$ cat config.mk
export PLATFORM = sky130hd
export DESIGN_NAME = kinase_valve_sequencer
export DESIGN_NICKNAME = d
export VERILOG_FILES = /design/src/rtl/kinase_valve_sequencer_pkg.sv /design/src/rtl/kinase_pump_phase_gen.sv /design/src/rtl/kinase_valve_sequencer.sv
export SDC_FILE = /design/constraint.sdc
export NUM_CORES = 1
export LEC_CHECK = 0
export BUFFER_PORTS_ARGS = -buffer_cell sky130_fd_sc_hd__buf_4
export CAP_MARGIN = 20
export CORE_UTILIZATION = 55
export CTS_CLUSTER_DIAMETER = 200
export DETAILED_ROUTE_END_ITERATION = 10
export PLACE_DENSITY = 0.82
export SLEW_MARGIN = 15
export SYNTH_ARGS = -nofsm -noshare
export SYNTH_HDL_FRONTEND = slang
export SYNTH_SLANG_ARGS = --single-unit
$ cat constraint.sdc
create_clock -name clk -period 5.21 [get_ports clk]
set_clock_uncertainty 0.15 [all_clocks]
set_input_delay 0.521 -clock clk [delete_from_list [all_inputs] [get_ports clk]]
set_output_delay 0.521 -clock clk [all_outputs]
set_load 0.01 [all_outputs]
$ cat src/rtl/kinase_valve_sequencer_pkg.sv
`default_nettype none
// ============================================================================
// Module      : kinase_seq_pkg
// Description : Shared types and constants for the kinase valve sequencer:
//               FSM state encoding, control-line widths and the peristaltic
//               pump phase tables with their direction-aware index helpers.
// Ports       : none (package)
// Revision    : 1.0 - initial release
// ============================================================================
package kinase_seq_pkg;

    typedef enum logic [2:0] {
        ST_IDLE   = 3'd0,
        ST_SETTLE = 3'd1,
        ST_PUMP   = 3'd2,
        ST_HOLD   = 3'd3,
        ST_FLUSH  = 3'd4
    } state_e;

    localparam int CTRL_A_W = 13;
    localparam int CTRL_S_W = 4;
    localparam int PUMP_A_W = 3;
    localparam int PUMP_B_W = 2;

    // Forward phase order; reverse operation walks the same tables backwards.
    localparam logic [PUMP_A_W-1:0] PUMP_A_SEQ [0:5] =
        '{3'b100, 3'b110, 3'b010, 3'b011, 3'b001, 3'b101};
    localparam logic [PUMP_B_W-1:0] PUMP_B_SEQ [0:1] =
        '{2'b10, 2'b01};

    function automatic logic [2:0] pump_a_idx(input logic [2:0] phase, input logic dir);
        return dir ? (3'd5 - phase) : phase;
    endfunction

    // pump_b steps once per three pump_a phases.
    function automatic logic pump_b_idx(input logic [2:0] phase, input logic dir);
        return (phase >= 3'd3) ^ dir;
    endfunction

endpackage
`default_nettype wire

$ cat src/rtl/kinase_pump_phase_gen.sv
`default_nettype none
// ============================================================================
// Module      : kinase_pump_phase_gen
// Description : Peristaltic pump phase generator. Divides the clock into
//               PHASE_DIV-long phases, walks the 6-phase pump_a and 2-phase
//               pump_b tables (optionally reversed) and flags the last clock
//               of every full pump cycle. Pattern outputs are registered.
// Ports       : clk, rst          - clock, async active-high reset
//               start_i           - load phase 0 and start running
//               stop_i            - stop and drive both pumps to zero
//               sel_i[1:0]        - bit0 enables pump_a, bit1 enables pump_b
//               dir_i             - 1 runs both tables in reverse order
//               pump_a_o/pump_b_o - registered pump patterns
//               cyc_done_o        - high on the final clock of a pump cycle
// Revision    : 1.0 - initial release
// ============================================================================
module kinase_pump_phase_gen
    import kinase_seq_pkg::*;
#(
    parameter int PHASE_DIV = 8
) (
    input  logic                clk,
    input  logic                rst,
    input  logic                start_i,
    input  logic                stop_i,
    input  logic [1:0]          sel_i,
    input  logic                dir_i,
    output logic [PUMP_A_W-1:0] pump_a_o,
    output logic [PUMP_B_W-1:0] pump_b_o,
    output logic                cyc_done_o
);

    localparam int              DIV_W    = (PHASE_DIV > 1) ? $clog2(PHASE_DIV) : 1;
    localparam logic [DIV_W-1:0] DIV_LAST = DIV_W'(PHASE_DIV - 1);

    logic                run_q;
    logic [DIV_W-1:0]    div_q;
    logic [2:0]          phase_q;
    logic [PUMP_A_W-1:0] pump_a_q;
    logic [PUMP_B_W-1:0] pump_b_q;

    logic                phase_end;
    logic [2:0]          phase_nxt;

    assign phase_end  = run_q && (div_q == DIV_LAST);
    assign phase_nxt  = (phase_q == 3'd5) ? 3'd0 : phase_q + 3'd1;
    assign cyc_done_o = phase_end && (phase_q == 3'd5);
    assign pump_a_o   = pump_a_q;
    assign pump_b_o   = pump_b_q;

    always_ff @(posedge clk or posedge rst) begin
        if (rst) begin
            run_q    <= 1'b0;
            div_q    <= '0;
            phase_q  <= 3'd0;
            pump_a_q <= '0;
            pump_b_q <= '0;
        end else if (stop_i) begin
            run_q    <= 1'b0;
            div_q    <= '0;
            phase_q  <= 3'd0;
            pump_a_q <= '0;
            pump_b_q <= '0;
        end else if (start_i) begin
            run_q    <= 1'b1;
            div_q    <= '0;
            phase_q  <= 3'd0;
            pump_a_q <= sel_i[0] ? PUMP_A_SEQ[pump_a_idx(3'd0, dir_i)] : '0;
            pump_b_q <= sel_i[1] ? PUMP_B_SEQ[pump_b_idx(3'd0, dir_i)] : '0;
        end else if (run_q) begin
            if (phase_end) begin
                div_q    <= '0;
                phase_q  <= phase_nxt;
                // Pattern is registered together with the phase so they never skew.
                pump_a_q <= sel_i[0] ? PUMP_A_SEQ[pump_a_idx(phase_nxt, dir_i)] : '0;
                pump_b_q <= sel_i[1] ? PUMP_B_SEQ[pump_b_idx(phase_nxt, dir_i)] : '0;
            end else begin
                div_q <= div_q + DIV_W'(1);
            end
        end
    end

endmodule
`default_nettype wire

$ cat src/rtl/kinase_valve_sequencer.sv
`default_nettype none
// ============================================================================
// Module      : kinase_valve_sequencer
// Description : Step sequencer for the shared kinase_activity pneumatic lines.
//               Accepts one step descriptor per handshake, applies the static
//               valve pattern, settles, runs the selected pumps, holds, then
//               vents every line the step raised on its flush output.
// Ports       : clk, rst               - clock, async active-high reset
//               step_valid_i/ready_o   - descriptor handshake
//               step_ctrl_a_i/ctrl_s_i - static valve patterns
//               step_pump_sel_i        - pump enables {pump_b, pump_a}
//               step_pump_cycles_i     - full pump cycles to run
//               step_hold_i            - hold clocks after pumping
//               step_pump_dir_i        - reverse pump order (optional)
//               abort_i                - jump straight to flush
//               busy_o, done_o         - status
//               ctrl_*_o, pump_*_o     - valve drives
//               flush_*_o              - flush drives
// Options     : KINASE_SEQ_PUMP_REVERSE_EN adds step_pump_dir_i.
// Revision    : 1.0 - initial release
// ============================================================================
module kinase_valve_sequencer
    import kinase_seq_pkg::*;
#(
    parameter int PHASE_DIV     = 8,
    parameter int SETTLE_CYCLES = 4,
    parameter int FLUSH_CYCLES  = 6,
    parameter int CNT_W         = 16
) (
    input  logic                clk,
    input  logic                rst,
    input  logic                step_valid_i,
    output logic                step_ready_o,
    input  logic [CTRL_A_W-1:0] step_ctrl_a_i,
    input  logic [CTRL_S_W-1:0] step_ctrl_s_i,
    input  logic [1:0]          step_pump_sel_i,
    input  logic [CNT_W-1:0]    step_pump_cycles_i,
    input  logic [CNT_W-1:0]    step_hold_i,
    input  logic                abort_i,
`ifdef KINASE_SEQ_PUMP_REVERSE_EN
    input  logic                step_pump_dir_i,
`endif
    output logic                busy_o,
    output logic                done_o,
    output logic [CTRL_A_W-1:0] ctrl_a_o,
    output logic [CTRL_S_W-1:0] ctrl_s_o,
    output logic [PUMP_A_W-1:0] pump_a_o,
    output logic [PUMP_B_W-1:0] pump_b_o,
    output logic [CTRL_A_W-1:0] flush_ctrl_a_o,
    output logic [CTRL_S_W-1:0] flush_ctrl_s_o,
    output logic [PUMP_A_W-1:0] flush_pump_a_o,
    output logic [PUMP_B_W-1:0] flush_pump_b_o
);

    state_e              state_q, state_d;
    logic [CNT_W-1:0]    cnt_q, cnt_d;

    // Latched descriptor
    logic [CTRL_A_W-1:0] pat_a_q;
    logic [CTRL_S_W-1:0] pat_s_q;
    logic [1:0]          sel_q;
    logic [CNT_W-1:0]    cyc_q, hold_q;
    logic                dir_q, dir_in;

    // Registered outputs and sticky "raised during this step" masks
    logic [CTRL_A_W-1:0] ctrl_a_q, ctrl_a_d, fl_a_q, fl_a_d, stk_a_q, stk_a_d;
    logic [CTRL_S_W-1:0] ctrl_s_q, ctrl_s_d, fl_s_q, fl_s_d, stk_s_q, stk_s_d;
    logic [PUMP_A_W-1:0] fl_pa_q, fl_pa_d, stk_pa_q, stk_pa_d;
    logic [PUMP_B_W-1:0] fl_pb_q, fl_pb_d, stk_pb_q, stk_pb_d;
    logic                done_q, done_d, busy_q, busy_d;

    logic                accept, go_pump, cyc_done, pump_start, pump_stop;
    state_e              post_pump_state;
    logic [CNT_W-1:0]    post_pump_cnt;

`ifdef KINASE_SEQ_PUMP_REVERSE_EN
    assign dir_in = step_pump_dir_i;
`else
    assign dir_in = 1'b0;
`endif

    assign step_ready_o    = (state_q == ST_IDLE);
    assign accept          = step_valid_i && step_ready_o;
    assign go_pump         = (sel_q != 2'b00) && (cyc_q != '0);
    assign post_pump_state = (hold_q != '0) ? ST_HOLD : ST_FLUSH;
    assign post_pump_cnt   = (hold_q != '0) ? hold_q : CNT_W'(FLUSH_CYCLES);
    // Pumps start on the edge entering PUMP and clear on the edge leaving it,
    // so they drop in the same cycle the flush lines rise.
    assign pump_start      = (state_q != ST_PUMP) && (state_d == ST_PUMP);
    assign pump_stop       = (state_d != ST_PUMP);

    kinase_pump_phase_gen #(
        .PHASE_DIV (PHASE_DIV)
    ) u_phase_gen (
        .clk        (clk),
        .rst        (rst),
        .start_i    (pump_start),
        .stop_i     (pump_stop),
        .sel_i      (sel_q),
        .dir_i      (dir_q),
        .pump_a_o   (pump_a_o),
        .pump_b_o   (pump_b_o),
        .cyc_done_o (cyc_done)
    );

    // State and datapath registers
    always_ff @(posedge clk or posedge rst) begin
        if (rst) begin
            state_q  <= ST_IDLE;
            cnt_q    <= '0;
            pat_a_q  <= '0;
            pat_s_q  <= '0;
            sel_q    <= 2'b00;
            cyc_q    <= '0;
            hold_q   <= '0;
            dir_q    <= 1'b0;
            ctrl_a_q <= '0;
            ctrl_s_q <= '0;
            fl_a_q   <= '0;
            fl_s_q   <= '0;
            fl_pa_q  <= '0;
            fl_pb_q  <= '0;
            stk_a_q  <= '0;
            stk_s_q  <= '0;
            stk_pa_q <= '0;
            stk_pb_q <= '0;
            done_q   <= 1'b0;
            busy_q   <= 1'b0;
        end else begin
            state_q  <= state_d;
            cnt_q    <= cnt_d;
            if (accept) begin
                pat_a_q <= step_ctrl_a_i;
                pat_s_q <= step_ctrl_s_i;
                sel_q   <= step_pump_sel_i;
                cyc_q   <= step_pump_cycles_i;
                hold_q  <= step_hold_i;
                dir_q   <= dir_in;
            end
            ctrl_a_q <= ctrl_a_d;
            ctrl_s_q <= ctrl_s_d;
            fl_a_q   <= fl_a_d;
            fl_s_q   <= fl_s_d;
            fl_pa_q  <= fl_pa_d;
            fl_pb_q  <= fl_pb_d;
            stk_a_q  <= stk_a_d;
            stk_s_q  <= stk_s_d;
            stk_pa_q <= stk_pa_d;
            stk_pb_q <= stk_pb_d;
            done_q   <= done_d;
            busy_q   <= busy_d;
        end
    end

    // Next-state logic. Counters count down to 1 and never wrap.
    always_comb begin
        state_d = state_q;
        cnt_d   = cnt_q;
        unique case (state_q)
            ST_IDLE: begin
                if (accept) begin
                    state_d = ST_SETTLE;
                    cnt_d   = CNT_W'(SETTLE_CYCLES);
                end
            end
            ST_SETTLE: begin
                if (abort_i) begin
                    state_d = ST_FLUSH;
                    cnt_d   = CNT_W'(FLUSH_CYCLES);
                end else if (cnt_q <= CNT_W'(1)) begin
                    if (go_pump) begin
                        state_d = ST_PUMP;
                        cnt_d   = cyc_q;
                    end else begin
                        state_d = post_pump_state;
                        cnt_d   = post_pump_cnt;
                    end
                end else begin
                    cnt_d = cnt_q - CNT_W'(1);
                end
            end
            ST_PUMP: begin
                if (abort_i) begin
                    state_d = ST_FLUSH;
                    cnt_d   = CNT_W'(FLUSH_CYCLES);
                end else if (cyc_done) begin
                    if (cnt_q <= CNT_W'(1)) begin
                        state_d = post_pump_state;
                        cnt_d   = post_pump_cnt;
                    end else begin
                        cnt_d = cnt_q - CNT_W'(1);
                    end
                end
            end
            ST_HOLD: begin
                if (abort_i || (cnt_q <= CNT_W'(1))) begin
                    state_d = ST_FLUSH;
                    cnt_d   = CNT_W'(FLUSH_CYCLES);
                end else begin
                    cnt_d = cnt_q - CNT_W'(1);
                end
            end
            ST_FLUSH: begin
                // cnt reaches 0 on the done cycle; the FSM leaves one cycle later
                // so step_ready rises only after done.
                if (cnt_q != '0) begin
                    cnt_d = cnt_q - CNT_W'(1);
                end else begin
                    state_d = ST_IDLE;
                end
            end
            default: begin
                state_d = ST_IDLE;
                cnt_d   = '0;
            end
        endcase
    end

    // Output next-values
    always_comb begin
        ctrl_a_d = ctrl_a_q;
        ctrl_s_d = ctrl_s_q;
        fl_a_d   = fl_a_q;
        fl_s_d   = fl_s_q;
        fl_pa_d  = fl_pa_q;
        fl_pb_d  = fl_pb_q;
        done_d   = 1'b0;
        busy_d   = (state_d != ST_IDLE);
        stk_a_d  = stk_a_q  | ctrl_a_q;
        stk_s_d  = stk_s_q  | ctrl_s_q;
        stk_pa_d = stk_pa_q | pump_a_o;
        stk_pb_d = stk_pb_q | pump_b_o;

        if (accept) begin
            ctrl_a_d = step_ctrl_a_i;
            ctrl_s_d = step_ctrl_s_i;
            stk_a_d  = '0;
            stk_s_d  = '0;
            stk_pa_d = '0;
            stk_pb_d = '0;
        end

        if ((state_q != ST_FLUSH) && (state_d == ST_FLUSH)) begin
            ctrl_a_d = '0;
            ctrl_s_d = '0;
            fl_a_d   = stk_a_d;
            fl_s_d   = stk_s_d;
            fl_pa_d  = stk_pa_d;
            fl_pb_d  = stk_pb_d;
        end

        if ((state_q == ST_FLUSH) && (cnt_q == CNT_W'(1))) begin
            fl_a_d  = '0;
            fl_s_d  = '0;
            fl_pa_d = '0;
            fl_pb_d = '0;
            done_d  = 1'b1;
        end
    end

    assign busy_o         = busy_q;
    assign done_o         = done_q;
    assign ctrl_a_o       = ctrl_a_q;
    assign ctrl_s_o       = ctrl_s_q;
    assign flush_ctrl_a_o = fl_a_q;
    assign flush_ctrl_s_o = fl_s_q;
    assign flush_pump_a_o = fl_pa_q;
    assign flush_pump_b_o = fl_pb_q;

endmodule
`default_nettype wire

# After elaboration in Yosys (flattened, before gate mapping)
# Memory sizes are Yosys's and may differ from the RTL's.
# Index checks and enable logic that the tools add are counted.
word_totals:
  register_bits: 128
  romBits: 24
  input_bits: 55
  out_inout_bits: 47
  word_cells: 139
  memories: 1
op_classes:
  add_sub_neg: 3
  n_lt_le_gt_ge: 4
  n_eq_ne: 15
  n_mux: 67
  bitwise: 6
  n_reduce_logical: 21
memory_table:
  columns: ["memory", "depth", "width", "rd", "rd_clocked_by_memory_dff", "write_ports", "line_no", "text"]
  rows:
  - ["(no name shown)", 8, 3, 1, 0, 0, "kinase_pump_phase_gen.sv:75", "pump_a_q <= sel_i[0] ? PUMP_A_SEQ[pump_a_idx(phase_nxt, dir_i)] : '0;"]
op_table:
  columns: ["op", "count"]
  rows:
  - ["16-bit two-way mux", 10]
  - ["3-bit two-way mux", 30]
  - ["16-bit one-hot mux with 5 select lines", 1]
  - ["13-bit two-way mux", 5]
  - ["16-bit nonzero test", 3]
  - ["2-bit two-way mux", 12]
  - ["4-bit two-way mux", 5]
  - ["16-bit by 1-bit equality test with 1-bit output, second input constant", 1]
  - ["16-bit by 1-bit <= comparator with 1-bit output, second input constant", 1]
  - ["16-bit by 1-bit subtractor with 16-bit output, second input constant", 1]
  - ["3-bit one-hot mux with 5 select lines", 1]
  - ["13-bit OR", 1]
  - ["3-bit equality test, second input constant", 4]
  - ["3-bit by 2-bit equality test with 1-bit output, second input constant", 3]
  - ["3-bit nonzero test", 3]
  - ["2-bit nonzero test", 4]
  - ["1-bit logical AND", 7]
  - ["3-bit by 1-bit adder with 3-bit output, second input constant", 2]
  - ["3-bit by 2-bit inequality test with 1-bit output, second input constant", 2]
  - ["3-bit inequality test, second input constant", 2]
  - ["4-bit >= comparator, second input constant", 1]
  - ["3-bit inverter with 4-bit output", 1]
  - ["4-bit OR", 1]
  - ["3-bit by 1-bit equality test with 1-bit output, second input constant", 1]
  - ["12 further kinds", 14]

# Longest topological paths before layout
depth:
  ltp_word: 12
  ltp_mapped: 10
  ltp_nobuf: 8

# Hierarchy
# From an unflattened synthesis, not the netlist that was laid out.
unflattened:
  hier_cells: 697
  area_unflattened_um2: 6518.8
by_module_without_submodules:
  columns: ["mod", "n_inst", "cells_per_inst", "area_each_um2", "seq_area_each_um2"]
  rows:
  - ["kinase_valve_sequencer", 1, 620, 5771.8, 2902.8]
  - ["kinase_pump_phase_gen", 1, 77, 747.0, 300.3]

# Worst setup path after synthesis
# No wires, ideal clock.
synth_path:
  path_type: "flip-flop to flip-flop"
  startpoint: "reg cyc_q[15]"
  endpoint: "reg ctrl_a_q[0] (netlist: ctrl_a_o[0])"
  setup_ns: 0.120
  t_arrival_ns: 2.244
  t_required_ns: 4.940
  setup_slack_ns: 2.696
  stages_incl_launch_ff: 9
  path_buffers: 2
  synth_period_minus_slack_ns: 2.514
  path_cell_list: "dfrtp_1 -> or4_4 -> o41ai_2 -> nand3_1 -> and3_1 -> o31ai_4 -> buf_4 -> buf_6 -> a21oi_1"
synth_via:
  elab_chain_len: 9
  word_cells_on_any_way: 10
  cone_classes: "1 x eq/ne; 5 x mux; 4 x reduce/logical"
synth_lines:
  columns: ["element", "line_no", "text"]
  rows:
  - ["start, declared", "kinase_valve_sequencer.sv:62", "logic [CNT_W-1:0] cyc_q, hold_q;"]
  - ["start signal, assigned", "kinase_valve_sequencer.sv:136", "cyc_q <= step_pump_cycles_i;"]
  - ["16-bit nonzero test (*)", "kinase_valve_sequencer.sv:84", "assign go_pump = (sel_q != 2'b00) && (cyc_q != '0);"]
  - ["1-bit logical AND (*)", "kinase_valve_sequencer.sv:84", null]
  - ["3-bit two-way mux (*)", "kinase_valve_sequencer.sv:171", "if (go_pump) begin"]
  - ["3-bit two-way mux (*)", "kinase_valve_sequencer.sv:170", "end else if (cnt_q <= CNT_W'(1)) begin"]
  - ["3-bit two-way mux (*)", "kinase_valve_sequencer.sv:167", "if (abort_i) begin"]
  - ["3-bit one-hot mux with 5 select lines (*)", "kinase_valve_sequencer.sv:159", "unique case (state_q)"]
  - ["3-bit equality test (*)", "kinase_valve_sequencer.sv:243", "if ((state_q != ST_FLUSH) && (state_d == ST_FLUSH)) begin"]
  - ["1-bit logical AND (*)", "kinase_valve_sequencer.sv:243", null]
  - ["13-bit two-way mux or 2-bit nonzero test (tied branches)", null, null]
  - ["end signal, assigned", "kinase_valve_sequencer.sv:140", "ctrl_a_q <= ctrl_a_d;"]
  - ["end, declared", "kinase_valve_sequencer.sv:66", "logic [CTRL_A_W-1:0] ctrl_a_q, ctrl_a_d, fl_a_q, fl_a_d, stk_a_q, stk_a_d;"]
# Mark *: on every way between the ends. The rest lies on a longest branch, timed or not.
# A chain may end at the register's enable or synchronous reset.

# Worst setup path in the final report
layout_path:
  startpoint: "reg state_q[2]"
  endpoint: "reg busy_q (netlist: busy_o)"
layout_via:
  elab_chain_len: 5
  word_cells_on_any_way: 16
  cone_classes: "4 x eq/ne; 9 x mux; 3 x reduce/logical"
layout_lines:
  columns: ["element", "line_no", "text"]
  rows:
  - ["start, declared", "kinase_valve_sequencer.sv:55", "state_e state_q, state_d;"]
  - ["start signal, assigned", "kinase_valve_sequencer.sv:130", "state_q <= state_d;"]
  - ["3-bit zero test", "kinase_valve_sequencer.sv:82, kinase_valve_sequencer.sv:159", null]
  - ["1-bit logical AND", "kinase_valve_sequencer.sv:83", "assign accept = step_valid_i && step_ready_o;"]
  - ["3-bit two-way mux", "kinase_valve_sequencer.sv:161", "if (accept) begin"]
  - ["3-bit one-hot mux with 5 select lines (*)", "kinase_valve_sequencer.sv:159", null]
  - ["net state_d[0]", "kinase_valve_sequencer.sv:55", null]
  - ["3-bit nonzero test (*)", "kinase_valve_sequencer.sv:228", "busy_d = (state_d != ST_IDLE);"]
  - ["net busy_d", "kinase_valve_sequencer.sv:70", "logic done_q, done_d, busy_q, busy_d;"]
  - ["end signal, assigned", "kinase_valve_sequencer.sv:151", "busy_q <= busy_d;"]
  - ["end, declared", "kinase_valve_sequencer.sv:70", null]
# Mark *: on every way through the listed nets, which the timed path passes. The rest lies on a longest branch.

==> flow_summary.yaml <==
floorplan:
  ioPinCount: 102
  fp.coreArea_um2: 10800
  fp-row-count: 38
  die_w_um: 107
  die_height_um: 107
  initial_core_util_pct: 56.5
  die_area_um2: 11600
placed_design:
  post-place-cells: 907
  numPortBuffers: 101
  hpwl_mm: 11.1
  gp_congestion: 0.906
  place_ws_ns: 2.06
sta:
  setup_viol: 0
  hold_viol_final: 0
  tightest_slew_ns: 1.00
  rsz0062_at_grt: "no"
  holdWs_ns: 0.0333
  timing.final.ws_setup_ns: 2.10
  fmax_ghz: 0.322
  period_needed_ns: 3.11
  relSlewSlack_pct: 33.1
  period_share_pct: 59.7
  tns_ns: 0
  slew_violations: 0
finish:
  fin_cells: 942
  drive_gt1_share_pct: 19.1
  num-nets-final: 849
  syn2layout_area_growth_pct: 23.2
  antenna_cells: 0
  fillers: 838
power_and_ir_drop:
  ir_worst_vdd_mv: 0.385
  pwr-share-clk_pct: 22.2
  intPower_mw: 2.83
  swShare_pct: 41.9
  combPwrFrac_pct: 42.0
  netSwitchingPower_mw: 2.04
  power_density_nw_per_um2: 646
  p_seq_share_pct: 35.8
  power.leakage_nw: 3.75
synthesis:
  ys.flop_type: "dfrtp_1"
  ys_seq_area_share_pct: 52.3
  synth_edf_count: 0
  syn_nets: 757
  synth_commonest_cells: "185 x nand2_1, 128 x dfrtp_1, 76 x nor2_1"
  synth_seq_cells: 128
  yosys_warnings: 0
  yosysTopAreaCell: "dfrtp_1"
  yosys-top-cells-area: "dfrtp_1 52%, nand2_1 11%, nor2_1 4.7%, a21o_1 3.1%, nor3_1 2.9%"
  async_flop_share_pct: 100
  yosys.area.top_type_share_pct: 52.3
  yosysMostFrequentCell: "nand2_1"
  syn-cell-area_um2: 6120
  netlist_instances: 698
  synth.distinct_cells: 59
  avgSynthCellArea_um2: 8.77
global_route:
  grt_max_degree: 85
  antenna_found_initial: 0
  grt-ovfl-total: 0
  grtUsageTotal_pct: 29.9
  grt_pass1_wl_mm: 26.6
  grt_pass1_vias: 5341
setup_path:
  reg2reg_from: "state_q[2]"
  critical-path-slowest-cell: "dfrtp_1"
  worst-path-max-fanout: 75
  cp.arrival_ns: 3.35
  endpoint_kind: "register"
  timing.rr.end: "busy_o"
  cp_num_buf_inv: 2
  r2r_slack_ns: 2.10
  start_kind: "register"
  critPathRequiredTime_ns: 5.45
  path_cells: "nor3_1 -> and2_2 -> buf_4 -> a31o_2 -> a211oi_1 -> inv_1 -> or3_1"
  reg2reg_depth: 7
  cp_slowest_stage_delay_ns: 0.73
  critPathKind: "register to register"
  cp_top_family: "simple AND/OR/NAND/NOR gates"
drt:
  vias: 5650
  drtAntennaViolNets: 0
  vias_per_cell: 6.00
  drtIter0Drc: 540
  wire_per_inst_um: 17.4
  drc: 0
  wirelength_mm: 16.4
  firstDrtPassIters: 5
hold_path:
  min_from: "step_pump_cycles_i[6]"
  hp-class: "input pin to register"
  whs_path_depth: 3
  holdPathEnd: "cyc_q[6]"
clock_network:
  htree_levels: 4
  cts_max_path_buffers: 2
  cts-root-buf: "clkbuf_8"
  cts.repair.resized: 0
  clkSinkCount: 128
  cts_made_buffers: 17
  cts.clk_slew.worst_paths_ns: 0.06
  clock_latency_ns: 0.53
  tritoncts: "done"
run_status:
  status: "finished, final reports clean"
job:
  timing.max_cap.violations: 0
[state kept, by name, indices dropped and copies added (netlist names), 3 cells and up]
signal                cells
flush_ctrl_a_o           13
hold_q                   16
flush_ctrl_s_o            4
state_q                   3
stk_pa_q                  3
u_phase_gen.div_q         3
u_phase_gen.phase_q       3
flush_pump_a_o            3
cnt_q                    16
stk_a_q                  13
stk_s_q                   4
u_phase_gen.pump_a_o      3
cyc_q                    16
ctrl_s_o                  4
ctrl_a_o                 13
[worst max-delay path by stage]
stage / start / end / slack [ns] / cells after the start
CTS: cyc_q[10] / flush_ctrl_a_o[8] / 2.05 / 6
finish: state_q[2] / busy_o / 2.10 / 7
global route: cnt_q[10] / u_phase_gen.div_q[2] / 1.91 / 6
global placement: cyc_q[15] / flush_ctrl_a_o[0] / 2.19 / 6
detailed placement: cyc_q[15] / flush_ctrl_a_o[8] / 2.06 / 6
floorplan: rst / busy_o / 1.13 / 1
[per-stage QoR]
stage               util (%)  power (mW)  cell area, µm²
global placement        64.1        3.63            6950
CTS                     69.0        4.84            7480
finish                  69.5        4.87            7540
floorplan                  -        3.06            6120
detailed placement      64.1        3.73            6950
global route            69.5        5.17            7540
[cell usage in the layout, fill, tap and decap left out, drive strengths merged, types with 6 or more instances in the layout]
master,count
buf,109
nor2,76
nor3,36
inv,12
clkbuf,22
nor4,11
nand2,185
dfrtp,128
a21o,25
o211ai,11
o21ai,17
a22oi,12
a21oi,35
or4,6
nand3,22
[area by class of cell]
cell class / instances / area (µm²) / area share, %
inverters: 12 / 47.5 / 0.631
flip-flops and latches: 128 / 3200 / 42.5
multi-input cells: 520 / 2720 / 36.0
well taps: 140 / 175 / 2.32
clock inverters: 10 / 88.8 / 1.18
clock buffers: 21 / 449 / 5.96
repair buffers: 111 / 857 / 11.4
[cell families after synthesis]
| group | share of synthesized area [%] |
|---|---|
| and+or+nand+nor | 27.3 |
| buffers and inverters | 3.37 |
| muxes | 0.327 |
| AOI/OAI and AO/OA | 15.6 |
| DFF | 52.3 |
| xor gates and xnor gates | 0.286 |
| adders and majority gates | 0.818 |
[metal layers]
layer / track usage [%] / share of wire [%] / vias up
met5: 0 / 0 / -
li1: - / - / 2605
met1: 40.5 / 42 / 2778
met4: 9.59 / 1.6 / 0
met3: 7.75 / 7.5 / 29
met2: 47.2 / 49 / 238
[power by group through the flow]
stage | logic (mW) | clock network (mW) | registers, mW
2_1_floorplan | 1.39 | 0 | 1.67
5_1_grt | 2.25 | 1.13 | 1.78
6_report | 2.04 | 1.08 | 1.74
3_5_place_dp | 2.00 | 0 | 1.74
3_3_place_gp | 1.92 | 0 | 1.72
4_1_cts | 2.01 | 1.09 | 1.73
[timing repair]
action / in CTS / in global routing
setup buffers: 0 / 0
hold endpoints to repair: 0 / 17
hold buffers: 0 / 1
[tightest hold or removal path, delay by kind of cell]
kind	cells	cell delay, ns
simple gates	2	0.09
buf+inv	1	0.07
No activity file was read; power rests on OpenSTA's default activity.
